$ cat config.mk
export PLATFORM = sky130hd
export DESIGN_NAME = imm_ext_arbiter_flat
export DESIGN_NICKNAME = d
export VERILOG_FILES = /design/src/rtl/imm_pkg.sv /design/src/rtl/imm_ext_arbiter_if.sv /design/src/rtl/sign_extend.sv /design/src/rtl/imm_ext_arbiter.sv /design/src/flat_wrapper.sv
export SDC_FILE = /design/constraint.sdc
export NUM_CORES = 1
export LEC_CHECK = 0
export CAP_MARGIN = 20
export CORE_ASPECT_RATIO = 1.25
export CORE_MARGIN = 10
export CORE_UTILIZATION = 30
export DETAILED_ROUTE_END_ITERATION = 8
export PLACE_DENSITY = 0.76
export RECOVER_POWER = 100
export SKIP_LAST_GASP = 1
export SLEW_MARGIN = 25
export SYNTH_ARGS = -nofsm -noshare
export SYNTH_HDL_FRONTEND = slang
export SYNTH_SLANG_ARGS = --single-unit
$ cat constraint.sdc
create_clock -name clk -period 3.6 [get_ports clk]
set_input_delay 0.54 -clock clk [delete_from_list [all_inputs] [get_ports clk]]
set_output_delay 0.54 -clock clk [all_outputs]
set_load 0.005 [all_outputs]
$ cat src/rtl/imm_pkg.sv
// Shared types for the immediate-extension path: format selects, raw/extended words and the
// output-buffer state.
package imm_pkg;

  localparam logic IMM_SRC_I16 = 1'b0;
  localparam logic IMM_SRC_J26 = 1'b1;

  typedef logic [25:0] imm_raw_t;
  typedef logic [31:0] imm_word_t;

  typedef enum logic {
    BufEmpty,
    BufFull
  } buf_state_t;

endpackage

$ cat src/rtl/imm_ext_arbiter_if.sv
// Requester/response bundle for imm_ext_arbiter. The arbiter uses the slave view; requesters
// and the downstream consumer together form the master view.
interface imm_ext_arbiter_if
  import imm_pkg::*;
#(
  parameter int unsigned N_REQ = 2,
  parameter int unsigned ID_W  = $clog2(N_REQ)
);

  logic     [N_REQ-1:0] req_valid;
  imm_raw_t [N_REQ-1:0] req_num;
  logic     [N_REQ-1:0] req_imm_src;
  logic     [N_REQ-1:0] req_ready;
  logic                 resp_valid;
  imm_word_t            resp_data;
  logic     [ID_W-1:0]  resp_id;
  logic                 resp_ready;

  modport master (
    output req_valid, req_num, req_imm_src, resp_ready,
    input  req_ready, resp_valid, resp_data, resp_id
  );

  modport slave (
    input  req_valid, req_num, req_imm_src, resp_ready,
    output req_ready, resp_valid, resp_data, resp_id
  );

endinterface

$ cat src/rtl/sign_extend.sv
// Sign-extends a 16-bit or 26-bit immediate field to 32 bits; bits above the field are ignored.
module sign_extend
  import imm_pkg::*;
(
  input  imm_raw_t  num_in,
  input  logic      imm_src,
  output imm_word_t num_out
);

  always_comb begin
    num_out = {{16{num_in[15]}}, num_in[15:0]};
    if (imm_src == IMM_SRC_J26) begin
      num_out = {{6{num_in[25]}}, num_in};
    end
  end

endmodule

$ cat src/rtl/imm_ext_arbiter.sv
// Round-robin arbiter sharing one sign_extend unit between N_REQ requesters, with a one-entry
// registered output buffer that honours downstream backpressure.
module imm_ext_arbiter
  import imm_pkg::*;
#(
  parameter int unsigned N_REQ = 2,
  parameter int unsigned ID_W  = $clog2(N_REQ)
) (
  input logic               clk,
  input logic               rst_n,
  imm_ext_arbiter_if.slave  bus
);

  buf_state_t            state_q;
  imm_word_t             data_q;
  logic     [ID_W-1:0]   id_q;
  logic     [ID_W-1:0]   ptr_q;

  logic     [ID_W-1:0]   winner;
  logic     [ID_W-1:0]   cand;
  logic     [ID_W-1:0]   ptr_next;
  logic                  found;
  logic                  can_accept;
  logic                  accept;
  logic     [N_REQ-1:0]  req_ready;
  imm_raw_t              win_num;
  logic                  win_src;
  imm_word_t             ext_word;

  // Scan ptr, ptr+1, ... modulo N_REQ; the first valid requester wins.
  always_comb begin
    winner = ptr_q;
    cand   = '0;
    found  = 1'b0;
    for (int unsigned k = 0; k < N_REQ; k++) begin
      cand = ID_W'((32'(ptr_q) + k) % N_REQ);
      if (!found && bus.req_valid[cand]) begin
        found  = 1'b1;
        winner = cand;
      end
    end
  end

  always_comb begin
    ptr_next   = (winner == ID_W'(N_REQ - 1)) ? '0 : winner + ID_W'(1);
    can_accept = (state_q == BufEmpty) || bus.resp_ready;
    accept     = rst_n && can_accept && found;
    req_ready  = '0;
    if (accept) begin
      req_ready[winner] = 1'b1;
    end
    win_num = bus.req_num[winner];
    win_src = bus.req_imm_src[winner];
  end

  sign_extend u_sign_extend (
    .num_in  (win_num),
    .imm_src (win_src),
    .num_out (ext_word)
  );

  always_ff @(posedge clk) begin
    if (!rst_n) begin
      state_q <= BufEmpty;
      data_q  <= '0;
      id_q    <= '0;
      ptr_q   <= '0;
    end else if (accept) begin
      state_q <= BufFull;
      data_q  <= ext_word;
      id_q    <= winner;
      ptr_q   <= ptr_next;
    end else if (bus.resp_ready) begin
      // Drain without a new accept; data and id keep their last value.
      state_q <= BufEmpty;
    end
  end

  assign bus.req_ready  = req_ready;
  assign bus.resp_valid = (state_q == BufFull);
  assign bus.resp_data  = data_q;
  assign bus.resp_id    = id_q;

endmodule

$ cat src/flat_wrapper.sv
// flat-port wrapper written by rule: the top's interface ports become plain ports
module imm_ext_arbiter_flat import imm_pkg::*;
#(
  parameter int unsigned N_REQ = 2,
  parameter int unsigned ID_W  = $clog2(N_REQ)
)
  (clk, rst_n, bus_req_valid, bus_req_num, bus_req_imm_src, bus_resp_ready, bus_req_ready, bus_resp_valid, bus_resp_data, bus_resp_id);
  imm_ext_arbiter_if #(.N_REQ(N_REQ), .ID_W(ID_W)) bus_i ();
  input logic clk;
  input logic rst_n;
  input wire logic [$bits(bus_i.req_valid)-1:0] bus_req_valid;
  input wire logic [$bits(bus_i.req_num)-1:0] bus_req_num;
  input wire logic [$bits(bus_i.req_imm_src)-1:0] bus_req_imm_src;
  input wire logic [$bits(bus_i.resp_ready)-1:0] bus_resp_ready;
  output wire logic [$bits(bus_i.req_ready)-1:0] bus_req_ready;
  output wire logic [$bits(bus_i.resp_valid)-1:0] bus_resp_valid;
  output wire logic [$bits(bus_i.resp_data)-1:0] bus_resp_data;
  output wire logic [$bits(bus_i.resp_id)-1:0] bus_resp_id;
  assign bus_i.req_valid = bus_req_valid;
  assign bus_i.req_num = bus_req_num;
  assign bus_i.req_imm_src = bus_req_imm_src;
  assign bus_i.resp_ready = bus_resp_ready;
  assign bus_req_ready = bus_i.req_ready;
  assign bus_resp_valid = bus_i.resp_valid;
  assign bus_resp_data = bus_i.resp_data;
  assign bus_resp_id = bus_i.resp_id;
  imm_ext_arbiter #(.N_REQ(N_REQ), .ID_W(ID_W)) u_core (.clk(clk), .rst_n(rst_n), .bus(bus_i));
endmodule
==> results of run 1 <==
-- cells in the mapped netlist --
cell type  number  area, um^2
nor3b_1         1        7.51
nand2b_2        1        8.76
a32oi_1        10        87.6
a211oi_2        1        12.5
and3b_1         1        8.76
buf_4           7        52.6
o21ai_1         2        10.0
and2b_4         1        10.0
buf_12          1        20.0
inv_1           3        11.3
a22o_1          1        8.76
a31oi_1        11        68.8
buf_8           1        15.0
a21boi_0        1        7.51
nand3b_1        1        7.51
o211ai_4        1        21.3
nand2_1         1        3.75
nand3_1         2        10.0
nand2b_1        1        6.26
o21ai_0        15        75.1
a21o_1          1        7.51
mux2i_1        15         150
dfxtp_1        29         581
nor2b_1         1        6.26
buf_2           1        5.00
buf_1           1        3.75
a211o_1         1        8.76
nor2_1          4        15.0
clkbuf_1        7        26.3
a21oi_1        25         125
buf_6           1        11.3
and2_4          1        8.76
a211oi_4        1        20.0
-- flip-flops by register name, summed over array words and instances (netlist names) --
| signal | cells |
|---|---|
| u_core.bus.resp_data | 26 |
| u_core.bus.resp_id | 1 |
| u_core.bus.resp_valid | 1 |
| u_core.ptr_q | 1 |
-- cell families after synthesis --
logic type      share of synthesized area, %
compound gates                          31.9
buf+inv                                 10.2
flops                                   40.8
mux                                     10.6
simple gates                            6.51
-- power by group through the flow --
| stage | logic [W] | registers [W] | clock network, W |
|---|---|---|---|
| 6_report | 0.000257 | 0.000373 | 0.000294 |
| 5_1_grt | 0.000283 | 0.000378 | 0.000320 |
| 4_1_cts | 0.000278 | 0.000375 | 0.000304 |
| 3_5_place_dp | 0.000277 | 0.000382 | 0 |
| 3_3_place_gp | 0.000274 | 0.000380 | 0 |
| 2_1_floorplan | 0.000121 | 0.000384 | 0 |
-- worst max path at each step --
| stage | from | endpoint | slack, ns | cells past startpoint |
|---|---|---|---|---|
| after floorplan | bus_req_valid[1] | bus_req_ready[1] | 1.68 | 5 |
| after global placement | bus_req_valid[0] | bus_req_ready[1] | 0.72 | 6 |
| after detailed placement | bus_req_valid[0] | bus_req_ready[1] | 0.66 | 6 |
| after CTS | bus_req_valid[0] | bus_req_ready[1] | 0.66 | 6 |
| after global routing | bus_req_valid[1] | bus_req_ready[1] | 0.48 | 6 |
| final | bus_req_valid[1] | bus_req_ready[1] | 0.60 | 6 |
-- worst reg2reg max path, cell delays in order (launching register included) --
cell      delay, ns
dfxtp_1        0.31
nand2b_1       0.09
and3b_1        0.19
clkbuf_2       0.70
o21ai_0        0.21
a21oi_1        0.15
-- area by class of cell --
cell class,count,area (um^2)
clock inverters,1,5.00
clock buffers,7,96.3
fillers,412,2070
well taps,58,72.6
multi-input cells,100,693
inverters,3,11.3
repair buffers,98,968
flip-flops and latches,29,581
-- metal layers --
metal | share of wire, % | up-vias | track usage [%]
met5 | 0 | - | 0
met4 | 1.8 | 0 | 3.59
met3 | 11 | 8 | 6.01
met2 | 50 | 70 | 20.3
met1 | 37 | 644 | 13.1
li1 | - | 736 | -
-- stage by stage --
step | util [%] | setup slack, ns | total power (W) | hold WS [ns]
after floorplan | - | 1.68 | 0.000505 | 0.450
after global placement | 51.9 | 0.716 | 0.000655 | 0.469
after detailed placement | 51.9 | 0.664 | 0.000659 | 0.479
after CTS | 54.1 | 0.662 | 0.000958 | 0.489
after global routing | 54.0 | 0.481 | 0.000981 | 0.500
final | 54.0 | 0.602 | 0.000923 | 0.481
==> flow_summary_export.csv, run 1 <==
group,metric,value,unit
power,p_int,0.000683,W
power,p_clk_share,31.8,%
setup_path,setup.worst_path.start_class,"input pin",
global_route,grt_max_degree,54,
place,place_area,0.00233,mm^2
floorplanning,start_util,31.6,%
setup_path,worstSetupPathType,"input pin to output port",
logic_synthesis,syn_inst,151,
floorplanning,dieArea,0.00791,mm^2
timing,period_share,83.3,%
timing,period_needed,3.00,ns
clock_tree,cts_sinks,29,
cells_and_area,area_delta_synth_final,70.8,%
setup_path,cp_common_cell,"clkdlybuf4s50_1",
cells_and_area,drive_gt1_share,7.14,%
clock_tree,htree_levels,2,
setup_path,path_buf_inv,3,
clock_tree,cts_made_buffers,5,
clock_tree,ctsResizeCount,0,
cells_and_area,final_cells,296,
place,io_buffers,94,
timing,rsz0062_at_grt,"no",
power,vdd_drop_max,0.180,mV
power,p_switching,0.000240,W
setup_path,crit_fanout,14,
timing,setup_viol,0,
global_route,grtUsageTotal,12.2,%
setup_path,slowest_stage,"clkdlybuf4s50_1",
clock_tree,cts_root_buf,"clkbuf_8",
cells_and_area,nets,296,
cells_and_area,final_cell_mix,"clkdlybuf4s50_1, dlygate4sd3_1, dfxtp_1",
setup_path,critPathTopFamily,"buffers and inverters",
global_route,grt_overflow,0,
place,place_inst,288,
route,vias,1458,
setup_path,r2r_start,"u_core.bus.resp_valid$_SDFFE_PN0P_",
timing,setup_tns,0,ns
power,power_density,380,mW/mm^2
route,routed_via_density,4.93,
min_path,hp-start,"u_core.bus.resp_data[15]$_SDFFE_PN0P_",
route,dr.pass1.iters,4,
clock_tree,post_cts_buffers,0,
timing,hold_viol,0,
route,first_iter_violations,71,
floorplanning,die_h,97.0,um
clock_tree,cts_tree,"yes",
setup_path,reg2reg_depth,5,
cells_and_area,design_area,0.00243,mm^2
min_path,whs_path_depth,2,
clock_tree,cts.clk_slew.worst_paths,0.07,ns
floorplanning,rows,27,
timing,worst_pin_slew,0.900,ns
min_path,holdPathEnd,"u_core.bus.resp_data[15]$_SDFFE_PN0P_",
logic_synthesis,yosys_register_bits,29,
setup_path,r2r_end,"u_core.bus.resp_data[0]$_SDFFE_PN0P_",
route,drc_errors,0,
logic_synthesis,yosysUniqueCellTypes,33,
clock_tree,worst_skew_pair.late_latency,0.27,ns
global_route,grt_pass1_vias,1514,
setup_path,worstPathArrival,2.46,ns
setup_path,max_stage_delay,0.51,ns
route,ant_nets,0,
power,combPwrFrac,27.8,%
logic_synthesis,seq_area_frac_synth,40.8,%
logic_synthesis,synthesis.nets,210,
place,globalplace.congestion,0.745,
clock_tree,clk_path_buf_depth,2,
logic_synthesis,synth_warnings,0,
timing,timing.fmax,334,MHz
clock_tree,postCtsHoldBufs,0,
setup_path,r2r_slack,1.87,ns
global_route,grt_antenna_before_repair,0,
timing,max_slew_margin,40.0,%
setup_path,path_cells,"clkdlybuf4s50_1 > nand2b_1 > a21o_1 > buf_4 > and2_4 > clkdlybuf4s50_1",
timing,drv_slew,0,
setup_path,endpoint_kind,"output port",
flow_run,drv_cap,0,
timing,fin_worst_skew,0.00714,ns
floorplanning,pin_count,95,
global_route,grt_pass1_wl,7720,um
logic_synthesis,synth_area,0.00142,mm^2
logic_synthesis,syn_avg_cell_area,9.41,um^2
route,routed_wl,4760,um
power,power.leakage,0.981,nW
cells_and_area,final_common_cell,"clkdlybuf4s50_1",
power,switching_share,26.0,%
min_path,min-delay-path-class,"flip-flop to flip-flop",
power,seqPwrFrac,40.4,%
place,dp_hpwl,3730,um
floorplanning,core,0.00449,mm^2
setup_path,cp.required,3.06,ns
cells_and_area,insertedDiodeCount,0,
floorplanning,die_w,81.6,um
status,status,"completed",
route,avgRoutedWirePerCell,16.1,um
No activity file was read; power rests on OpenSTA's default activity.
==> run 2: changes to the inputs <==
- clock period: 3.6 -> 2.8 ns (I/O delays scaled with it)
==> run 2 against run 1 <==
Via count decreased by 0.69%; largest cell class unchanged; combinational power increased by 28%; highest routed layer unchanged; die area unchanged; clock power increased by 12%; worst hold slack got worse by 0.016 ns; cell area decreased by 0.67%; critical path depth shrank 1; count of clock-buffer cells in the layout did not move; worst setup slack worse by 0.35 ns; first-iteration DRC count decreased by 13%; sequential power increased by 29%; clock skew fell by 0.0039 ns.
==> flow_summary_export.csv, run 2 (synthesis results as in run 1) <==
group,metric,value,unit
timing,period_share,90.8,%
cells_and_area,design_area,0.00241,mm^2
route,dr.pass1.iters,4,
floorplanning,core,0.00449,mm^2
clock_tree,post_cts_buffers,0,
global_route,grt_antenna_before_repair,0,
power,power_density,472,mW/mm^2
route,routed_wl,4600,um
setup_path,worstSetupPathType,"input pin to output port",
cells_and_area,drive_gt1_share,5.91,%
min_path,min-delay-path-class,"flip-flop to flip-flop",
power,power.leakage,0.967,nW
timing,hold_viol,0,
place,dp_hpwl,3660,um
timing,setup_tns,0,ns
clock_tree,postCtsHoldBufs,0,
cells_and_area,final_cell_mix,"clkdlybuf4s50_1, dlygate4sd3_1, dfxtp_1",
global_route,grt_pass1_wl,7490,um
global_route,grt_pass1_vias,1470,
cells_and_area,final_common_cell,"clkdlybuf4s50_1",
global_route,grt_overflow,0,
timing,holdWs,0.466,ns
power,finalPower,0.00114,W
setup_path,crit_fanout,5,
floorplanning,die_w,81.6,um
timing,drv_slew,0,
place,globalplace.congestion,0.733,
route,drc_errors,0,
flow_run,drv_cap,0,
route,ant_nets,0,
route,routed_via_density,4.91,
clock_tree,cts.clk_slew.worst_paths,0.06,ns
route,first_iter_violations,62,
cells_and_area,insertedDiodeCount,0,
setup_path,cp.required,2.38,ns
timing,rsz0062_at_grt,"no",
place,io_buffers,94,
place,place_area,0.00233,mm^2
route,vias,1448,
timing,postLayoutSetupSlackWorst,0.257,ns
floorplanning,rows,27,
timing,max_slew_margin,26.1,%
floorplanning,pin_count,95,
min_path,whs_path_depth,2,
power,vdd_drop_max,0.220,mV
floorplanning,dieArea,0.00791,mm^2
timing,worst_pin_slew,1.11,ns
clock_tree,cts_tree,"yes",
status,status,"completed",
clock_tree,htree_levels,2,
floorplanning,start_util,31.6,%
global_route,grtUsageTotal,11.8,%
setup_path,reg2reg_depth,4,
cells_and_area,area_delta_synth_final,69.6,%
route,avgRoutedWirePerCell,15.6,um
cells_and_area,largest_reg_flops,26,
clock_tree,worst_skew_pair.late_latency,0.27,ns
floorplanning,die_h,97.0,um
clock_tree,cts_made_buffers,5,
timing,setup_viol,0,
timing,period_needed,2.54,ns
setup_path,setup.worst_path.start_class,"input pin",
clock_tree,ctsResizeCount,0,
clock_tree,cts_root_buf,"clkbuf_8",
setup_path,worstPathArrival,2.12,ns
setup_path,endpoint_kind,"output port",
place,dp_slack,0.320,ns
clock_tree,clk_path_buf_depth,2,
global_route,grt_max_degree,54,
timing,timing.fmax,393,MHz
cells_and_area,nets,296,
clock_tree,cts_sinks,29,
timing,fin_worst_skew,0.00324,ns
## run 2: cell types whose count changed in the layout (fill, tap and decap cells not counted)
cell	previous run	this run
clkdlybuf4s50_1	58	59
o21ai_1	1	0
nand2b_2	0	1
and2b_1	0	1
clkbuf_1	0	2
o21ai_0	16	17
clkbuf_2	1	0
clkinv_2	1	0
dlygate4sd3_1	36	35
clkbuf_8	7	6
and2b_4	1	0
nand2b_1	2	1
## run 2: path summary, 6_finish.rpt
path	start	to	slack (ns)
max	bus_req_valid[0]	bus_req_ready[0]	0.26
min	u_core.bus.resp_data[15]$_SDFFE_PN0P_	u_core.bus.resp_data[15]$_SDFFE_PN0P_	0.47
max reg2reg	u_core.ptr_q$_SDFFE_PN0P_	u_core.bus.resp_data[8]$_SDFFE_PN0P_	1.39
min reg2reg	u_core.bus.resp_data[15]$_SDFFE_PN0P_	u_core.bus.resp_data[15]$_SDFFE_PN0P_	0.47
## run 2: per-layer routing
layer / up-vias / routed length, um / GRT usage (%)
met3: 6 / 433 / 5.64
li1: 731 / - / -
met5: - / 0 / 0
met2: 55 / 2380 / 20.4
met1: 656 / 1740 / 12.0
met4: 0 / 46 / 3.19
## run 2: cell type report
type	count	area (um^2)
fill	421	2080
timing repair buffer	98	967
sequential	29	581
tap	58	72.6
multi-input combinational	100	693
inverter	3	11.3
clock buffer	7	86.3
## run 2: stage by stage
stage | instances | utilization (%)
after floorplan | 151 | -
after global placement | 288 | 51.9
after detailed placement | 288 | 51.9
after CTS | 295 | 53.8
after global routing | 295 | 53.7
final | 295 | 53.7
## run 2: where the power goes
| group | leakage, nW | internal, W | switching, W |
|---|---|---|---|
| logic | 0.681 | 0.000199 | 0.000130 |
| registers | 0.241 | 0.000457 | 0.0000224 |
| clock network | 0.0443 | 0.000194 | 0.000135 |
| total | 0.967 | 0.000851 | 0.000287 |
## run 2: critical path, cell delays in order
cell,delay (ns)
clkdlybuf4s50_1,0.54
and2b_1,0.28
a21o_1,0.22
nor2_1,0.13
clkdlybuf4s50_1,0.53
